## config.mk

```make
export PLATFORM = sky130hd
export DESIGN_NAME = mmio_io
export DESIGN_NICKNAME = d
export VERILOG_FILES = /design/src/rtl/lab7_pkg.sv /design/src/rtl/debounce_bit.sv /design/src/rtl/mmio_io.sv
export SDC_FILE = /design/constraint.sdc
export NUM_CORES = 1
export LEC_CHECK = 0
export ABC_AREA = 0
export BUFFER_PORTS_ARGS = -buffer_cell sky130_fd_sc_hd__buf_2
export CAP_MARGIN = 5
export CORE_MARGIN = 2
export CORE_UTILIZATION = 41
export CTS_BUF_LIST = sky130_fd_sc_hd__clkbuf_16
export DETAILED_ROUTE_END_ITERATION = 6
export GPL_ROUTABILITY_DRIVEN = 0
export GPL_TIMING_DRIVEN = 0
export PLACE_DENSITY = 0.65
export REMOVE_ABC_BUFFERS = 1
export SETUP_SLACK_MARGIN = 0.5
export SYNTH_ARGS = -nofsm -noshare
export SYNTH_HDL_FRONTEND = slang
export SYNTH_HIERARCHICAL = 1
export SYNTH_SLANG_ARGS = --single-unit
export TNS_END_PERCENT = 100
```

## constraint.sdc

```tcl
create_clock -name clk -period 1.55 [get_ports clk]
set_input_delay 0.155 -clock clk [delete_from_list [all_inputs] [get_ports clk]]
set_output_delay 0.155 -clock clk [all_outputs]
set_load 0.02 [all_outputs]
```

## src/rtl/lab7_pkg.sv

```systemverilog
// Shared bus definitions for the lab 7 CPU data bus and its peripherals.
package lab7_pkg;

    localparam int unsigned ADDR_W = 9;
    localparam int unsigned DATA_W = 16;
    localparam int unsigned SW_W   = 10;
    localparam int unsigned KEY_W  = 4;

    // Bus command encoding; 2'b11 is not listed and decodes as no operation.
    typedef enum logic [1:0] {
        MNONE  = 2'b00,
        MREAD  = 2'b01,
        MWRITE = 2'b10
    } mem_cmd_e;

    localparam logic [ADDR_W-1:0] LEDADDR = 9'h100;
    localparam logic [ADDR_W-1:0] SWADDR  = 9'h140;
    localparam logic [ADDR_W-1:0] KEYADDR = 9'h141;

endpackage

```

## src/rtl/debounce_bit.sv

```systemverilog
// One board input bit: 2-flop synchroniser followed by a stability counter.
module debounce_bit #(
    parameter int unsigned DEB_CYCLES = 4,
    parameter logic        RESET_VAL  = 1'b0
) (
    input  logic clk,
    input  logic reset,
    input  logic raw,
    output logic deb
);

    localparam int unsigned CNT_W = $clog2(DEB_CYCLES + 1);
    localparam logic [CNT_W-1:0] CNT_LAST = CNT_W'(DEB_CYCLES - 1);

    logic             sync1;
    logic             s;
    logic [CNT_W-1:0] cnt;

    // Synchronise, then accept a new level only after DEB_CYCLES stable cycles.
    always_ff @(posedge clk or negedge reset) begin
        if (!reset) begin
            sync1 <= RESET_VAL;
            s     <= RESET_VAL;
            deb   <= RESET_VAL;
            cnt   <= '0;
        end else begin
            sync1 <= raw;
            s     <= sync1;
            if (s == deb) begin
                cnt <= '0;
            end else if (cnt == CNT_LAST) begin
                deb <= s;
                cnt <= '0;
            end else begin
                cnt <= cnt + CNT_W'(1);
            end
        end
    end

endmodule

```

## src/rtl/mmio_io.sv

```systemverilog
// Memory-mapped board I/O: LED register, debounced switches, sticky key presses.
module mmio_io
    import lab7_pkg::*;
#(
    parameter int unsigned DEB_CYCLES = 4
) (
    input  logic              clk,
    input  logic              reset,
    input  logic [1:0]        mem_cmd,
    input  logic [ADDR_W-1:0] mem_addr,
    input  logic [DATA_W-1:0] write_data,
    output logic [DATA_W-1:0] read_data,
    output logic              read_en,
    input  logic [SW_W-1:0]   SW,
    input  logic [KEY_W-1:0]  KEY,
    output logic [SW_W-1:0]   LEDR
);

    logic [SW_W-1:0]  sw_deb;
    logic [KEY_W-1:0] key_deb;
    logic [KEY_W-1:0] key_prev;
    logic [KEY_W-1:0] key_evt_q;
    logic [KEY_W-1:0] key_fall;
    logic [KEY_W-1:0] key_evt;
    logic             led_wr;
    logic             key_rd;

    // Switch conditioning, released level is 0.
    for (genvar i = 0; i < SW_W; i++) begin : g_sw
        debounce_bit #(
            .DEB_CYCLES (DEB_CYCLES),
            .RESET_VAL  (1'b0)
        ) u_deb (
            .clk   (clk),
            .reset (reset),
            .raw   (SW[i]),
            .deb   (sw_deb[i])
        );
    end

    // Key conditioning, keys are active-low so released level is 1.
    for (genvar i = 0; i < KEY_W; i++) begin : g_key
        debounce_bit #(
            .DEB_CYCLES (DEB_CYCLES),
            .RESET_VAL  (1'b1)
        ) u_deb (
            .clk   (clk),
            .reset (reset),
            .raw   (KEY[i]),
            .deb   (key_deb[i])
        );
    end

    assign led_wr = (mem_cmd == MWRITE) && (mem_addr == LEDADDR);
    assign key_rd = (mem_cmd == MREAD)  && (mem_addr == KEYADDR);

    // A press is visible from the edge where key_deb falls; key_prev lags by one edge,
    // so the fall term covers that first cycle until key_evt_q captures it.
    assign key_fall = key_prev & ~key_deb;
    assign key_evt  = key_evt_q | key_fall;

    // LED register write.
    always_ff @(posedge clk or negedge reset) begin
        if (!reset) begin
            LEDR <= '0;
        end else if (led_wr) begin
            LEDR <= write_data[SW_W-1:0];
        end
    end

    // Sticky key events; a read clears everything it reported, a later fall still sets.
    always_ff @(posedge clk or negedge reset) begin
        if (!reset) begin
            key_prev  <= '1;
            key_evt_q <= '0;
        end else begin
            key_prev <= key_deb;
            if (key_rd) begin
                key_evt_q <= '0;
            end else begin
                key_evt_q <= key_evt;
            end
        end
    end

    // Zero-wait-state read mux.
    always_comb begin
        read_en   = 1'b0;
        read_data = '0;
        if (mem_cmd == MREAD) begin
            if (mem_addr == SWADDR) begin
                read_en   = 1'b1;
                read_data = DATA_W'(sw_deb);
            end else if (mem_addr == KEYADDR) begin
                read_en   = 1'b1;
                read_data = DATA_W'(key_evt);
            end
        end
    end

endmodule

```

== Word level (Yosys, flattened, before mapping) ==
Cells that the tools add are included.
Storage, ports and cells
  output and inout bits: 27
  input bits: 43
  flip-flop bits (word level): 102
  word-level logic and storage cells: 174
Cells by class
  eq/ne operators: 33
  bitwise gates (word level): 17
  multiplexer cells: 35
  reduce and logical (&&, ||, !) cells: 16
  add/subtract/negate cells: 14
Operators by type and width (count)
  2-to-1 mux 3 bit: 28
  adder 3 x 1 -> 3 bit, second input constant: 14
  == test 3 x 2 -> 1 bit, second input constant: 14
  AND reduction 2 bit: 14
  == test 9 bit, second input constant: 3
  2-to-1 mux 10 bit: 2
  == test 1 bit: 14
  NOT 1 bit: 14
  2-to-1 mux 4 bit: 2
  bitwise AND 4 bit: 1
  NOT 4 bit: 1
  OR 4 bit: 1
  2-to-1 mux 1 bit: 3
  == test 2 x 1 -> 1 bit, second input constant: 1
  == test 2 bit, second input constant: 1
  logical AND 1 bit: 2

== Logic depth before layout (Yosys ltp) ==
  depth after elaboration: 6
  depth in mapped cells: 4
  depth with buffers taken out: 3

== Modules after synthesis ==
Netlist, hierarchy kept.
By module, submodules not included
  debounce_bit (g_sw[0].u_deb ...): area an instance 216.5 um2, seq. area each 150.1 um2, times used 10, cells each 13
  debounce_bit (g_key[0].u_deb ...): area an instance 220.2 um2, seq. area each 153.9 um2, times used 4, cells each 13
  mmio_io: area an instance 842.1 um2, seq. area each 455.4 um2, times used 1, cells each 69

== Worst setup path before layout ==
OpenSTA, ideal clock, no wires.
  kind: input port to output port
  start: input mem_addr[1]
  end: output read_data[2]
  required time: 1.395 ns
  data arrival time: 1.727 ns
  cell stages on the path: 3
  path buffers: 0
  setup slack: -0.332 ns
  cell sequence: or4b_2 -> or3_2 -> o2bb2ai_1
On the way
  longest elaborated chain between the ends: 4
  elaborated cells on any way between the ends: 5
  those cells by class: eq/ne: 2; mux: 3
RTL lines
  start: declaration: line mmio_io.sv:10  | input logic [ADDR_W-1:0] mem_addr,
  == test 9 bit: line mmio_io.sv:94  | end else if (mem_addr == KEYADDR) begin
  2-to-1 mux 4 bit: line mmio_io.sv:94
  2-to-1 mux 10 bit (*): line mmio_io.sv:91  | if (mem_addr == SWADDR) begin
  2-to-1 mux 10 bit (*): line mmio_io.sv:90  | if (mem_cmd == MREAD) begin
  end: declaration: line mmio_io.sv:12  | output logic [DATA_W-1:0] read_data,
Every way passes the cells marked *; elsewhere a longest branch is shown, timed or not.

== Final worst setup path ==
  start: input mem_addr[7]
  end: output read_en
On the way
  longest elaborated chain between the ends: 4
  elaborated cells on any way between the ends: 5
  those cells by class: eq/ne: 2; mux: 3
RTL lines
  == test 9 bit: line mmio_io.sv:94
  2-to-1 mux 1 bit: line mmio_io.sv:94
  2-to-1 mux 1 bit (*): line mmio_io.sv:91
  2-to-1 mux 1 bit (*): line mmio_io.sv:90
  end: declaration: line mmio_io.sv:13  | output logic read_en,
Marks and branches as above.

==> impl_metrics.toml <==
[critical_path]
cp-start-kind = "primary input"
r2r_slack_ns = 0.39
arrival_ns = 1.62
worstPathRequired_ns = 1.39
end_kind = "primary output"
path_max_fanout = 5
crit_type = "in2out"

[floorplanning]
core_um2 = 9240
pin_count = 70
die_height_um = 101.4
row_count = 35
die_x_um = 101.4
start_util_pct = 42.07
die_area_um2 = 10280

[pwr]
pwr-share-seq_pct = 45.6
power.density_nw_per_um2 = 1419
power_leakage_uw = 0.002691
p_int_uw = 6006
pwr-share-clk_pct = 26.5
p_total_uw = 8269
ir_drop_mv = 0.7709
switching_share_pct = 27.36
comb_power_share_pct = 27.9
switching_power_uw = 2263

[layout]
layout-drive-gt1-share_pct = 62.86
fillCellCount = 653
antennaDiodeCount = 0
final_area_um2 = 5828
area_delta_synth_final_pct = 49.92
final_cells = 514
final_nets = 437

[timing]
final_max_slew_viol_count = 0
hold-worst-slack_ns = -0.2073
rsz0062_at_grt = "true"
max_freq_mhz = 564.6
slew_headroom_pct = 64.30
period_share_pct = 114.3
period_needed_ns = 1.771
fin_ws_ns = -0.2212
finalClockSkew_ns = 0.005934
finalSetupViolations = 11
finalHoldViolCount = 33
worst_pin_slew_ns = 0.5355

[run_status]
status = "finished with violations"
failed_checks = "hold timing, setup timing"

[synth]
syn_area_um2 = 3887
synth_flop_cell = "dfrtp_1"
synth_top_family_by_area = "simple AND/OR/NAND/NOR gates"
async_flop_share_pct = 100.0
synth_xor_area_share_pct = 3.154
synthSimpleGateAreaFrac_pct = 16.06
postSynthAreaPerCell_um2 = 15.49
synth-compound-area-share_pct = 1.416
synthAdderAreaFrac_pct = 4.506
synth-seq-area-share_pct = 66.17
synthDistinctLibCells = 25
synth_enable_flop_cells = 0
synth-seq-cells = 102
syn_inst = 251
yosysWarningCount = 6
muxShareOfSynthArea_pct = 6.952

[place]
dpl-instance-area_um2 = 4339
dp_hpwl_um = 3969
portBuffers = 57
dp.cells = 436

[detailed_routing]
drc = 0
viasPerCell = 4.644
avgRoutedWirePerCell_um = 14.65
wl_um = 7531
drtIter0Drc = 93
final_antenna_net_count = 0
first_pass_iters = 4
dr_total_vias = 2387

[clocking]
clockBufferDepth = 2
numCtsBuffers = 9
cts_tree = "done"
cts_hold_buf = 14
clk_pin_slew_worst_paths_ns = 0.07
clock_latency_ns = 0.34
htree_levels = 3
root_buffer = "clkbuf_16"
clock_sinks = 102

[worst_hold_path]
hold_class = "in2async"

[global_route]
grt_max_degree = 63
grt_pass1_wl_um = 11620
antenna_found_initial = 0
grt_pass1_vias = 2427
grt_usage_pct = 14.79
gr-total-overflow = 0

[run]
cap_violations = 0
[metrics by stage]
step / util [%] / setup WS [ns] / setup TNS [ns]
final: 63.07 / -0.2212 / -1.871
after CTS: 58.61 / -0.2160 / -1.820
after global placement: 46.58 / -1.121 / -80.27
after global routing: 63.07 / -0.2331 / -2.045
after detailed placement: 46.96 / -0.6370 / -13.32
after floorplan: - / -0.3325 / -4.446
[cell usage in the layout, fill, tap and decap left out, types with 10 or more instances in the layout]
cell type      instances
dfrtp_1               86
buf_2                 35
buf_6                 34
buf_4                 32
mux2_4                24
nor3b_2               16
dfstp_2               16
nor2b_4               14
ha_2                  14
dlygate4sd3_1         14
nor3b_1               12
clkbuf_16             10
[Yosys cell counts (all sizes together), types with 6 or more instances]
cell type	count	share of area (%)
ha	14	4.5
dfstp	16	11
dfrtp	86	55
nor2b	14	5.0
and2	6	0.97
buf	6	1.2
nor3	16	2.1
nor3b	28	5.4
xnor2	14	3.2
mux2	24	7.0
[worst max-delay path, cell delays in order]
cell and delay (ns):
buf_6 0.09, or4b_4 0.60, nor3_4 0.20, bufbuf_16 0.32, or2_2 0.11, buf_2 0.15
[path summary, 6_finish.rpt]
path / startpoint / end / cells past startpoint
max in group asynchronous: reset / g_key[0].u_deb/deb / 2
hold reg to reg: g_sw[1].u_deb/sync1 / g_sw[1].u_deb/s / 0
min in group clk: write_data[3] / LEDR[3] / 2
hold / removal: reset / g_sw[8].u_deb/s / 1
setup / recovery: mem_addr[7] / read_en / 6
setup reg to reg: g_sw[8].u_deb/cnt[0] / g_sw[8].u_deb/deb / 3
[power by group through the flow]
stage / clock (uW) / combinational, uW / sequential [uW]
CTS: 2250 / 1810 / 3710
global placement: 0 / 1230 / 3680
finish: 2200 / 2310 / 3770
global route: 2360 / 2530 / 3830
detailed placement: 0 / 1300 / 3710
floorplan: 0 / 1020 / 3630
[cell families after synthesis]
| kind of cell | count (synthesis) |
|---|---|
| AOI/OAI and AO/OA | 8 |
| adders and majority gates | 14 |
| muxes | 24 |
| buffers and inverters | 11 |
| xor gates and xnor gates | 14 |
| DFF | 102 |
| and+or+nand+nor | 77 |
| other | 1 |
[layer usage]
layer / global-route usage [%] / part of all wire (%) / vias up
met2: 23.84 / 52 / 44
li1: - / - / 1121
met3: 3.037 / 2.8 / 19
met1: 19.32 / 43 / 1203
met4: 6.861 / 2.3 / 0
met5: 0 / 0 / -
[sequential cells by signal (all words and copies together), names as in the netlist]
| name | cells |
|---|---|
| g_sw.u_deb/deb | 10 |
| g_key.u_deb/s | 4 |
| g_key.u_deb/sync1 | 4 |
| g_key.u_deb/cnt | 12 |
| g_sw.u_deb/s | 10 |
| key_prev | 4 |
| g_sw.u_deb/sync1 | 10 |
| g_sw.u_deb/cnt | 30 |
| key_evt_q | 4 |
| LEDR | 10 |
| g_key.u_deb/deb | 4 |
[final cells by class]
class                      instances  area, um^2  area share [%]
timing repair buffer             120        1064           18.25
sequential                       102        2572           44.14
clock inverter                     7       65.06           1.116
inverter                           4       15.01          0.2576
multi-input combinational        143        1725           29.60
tap                              129       161.4           2.769
clock buffer                       9       225.2           3.864
[timing repair]
item	CTS	global route
pin swaps	24	21
hold endpoints to repair	47	33
setup endpoints to repair	41	75
gates cloned	2	0
buffers inserted	28	18
gates resized for setup	88	62
No activity file was read; power rests on OpenSTA's default activity.
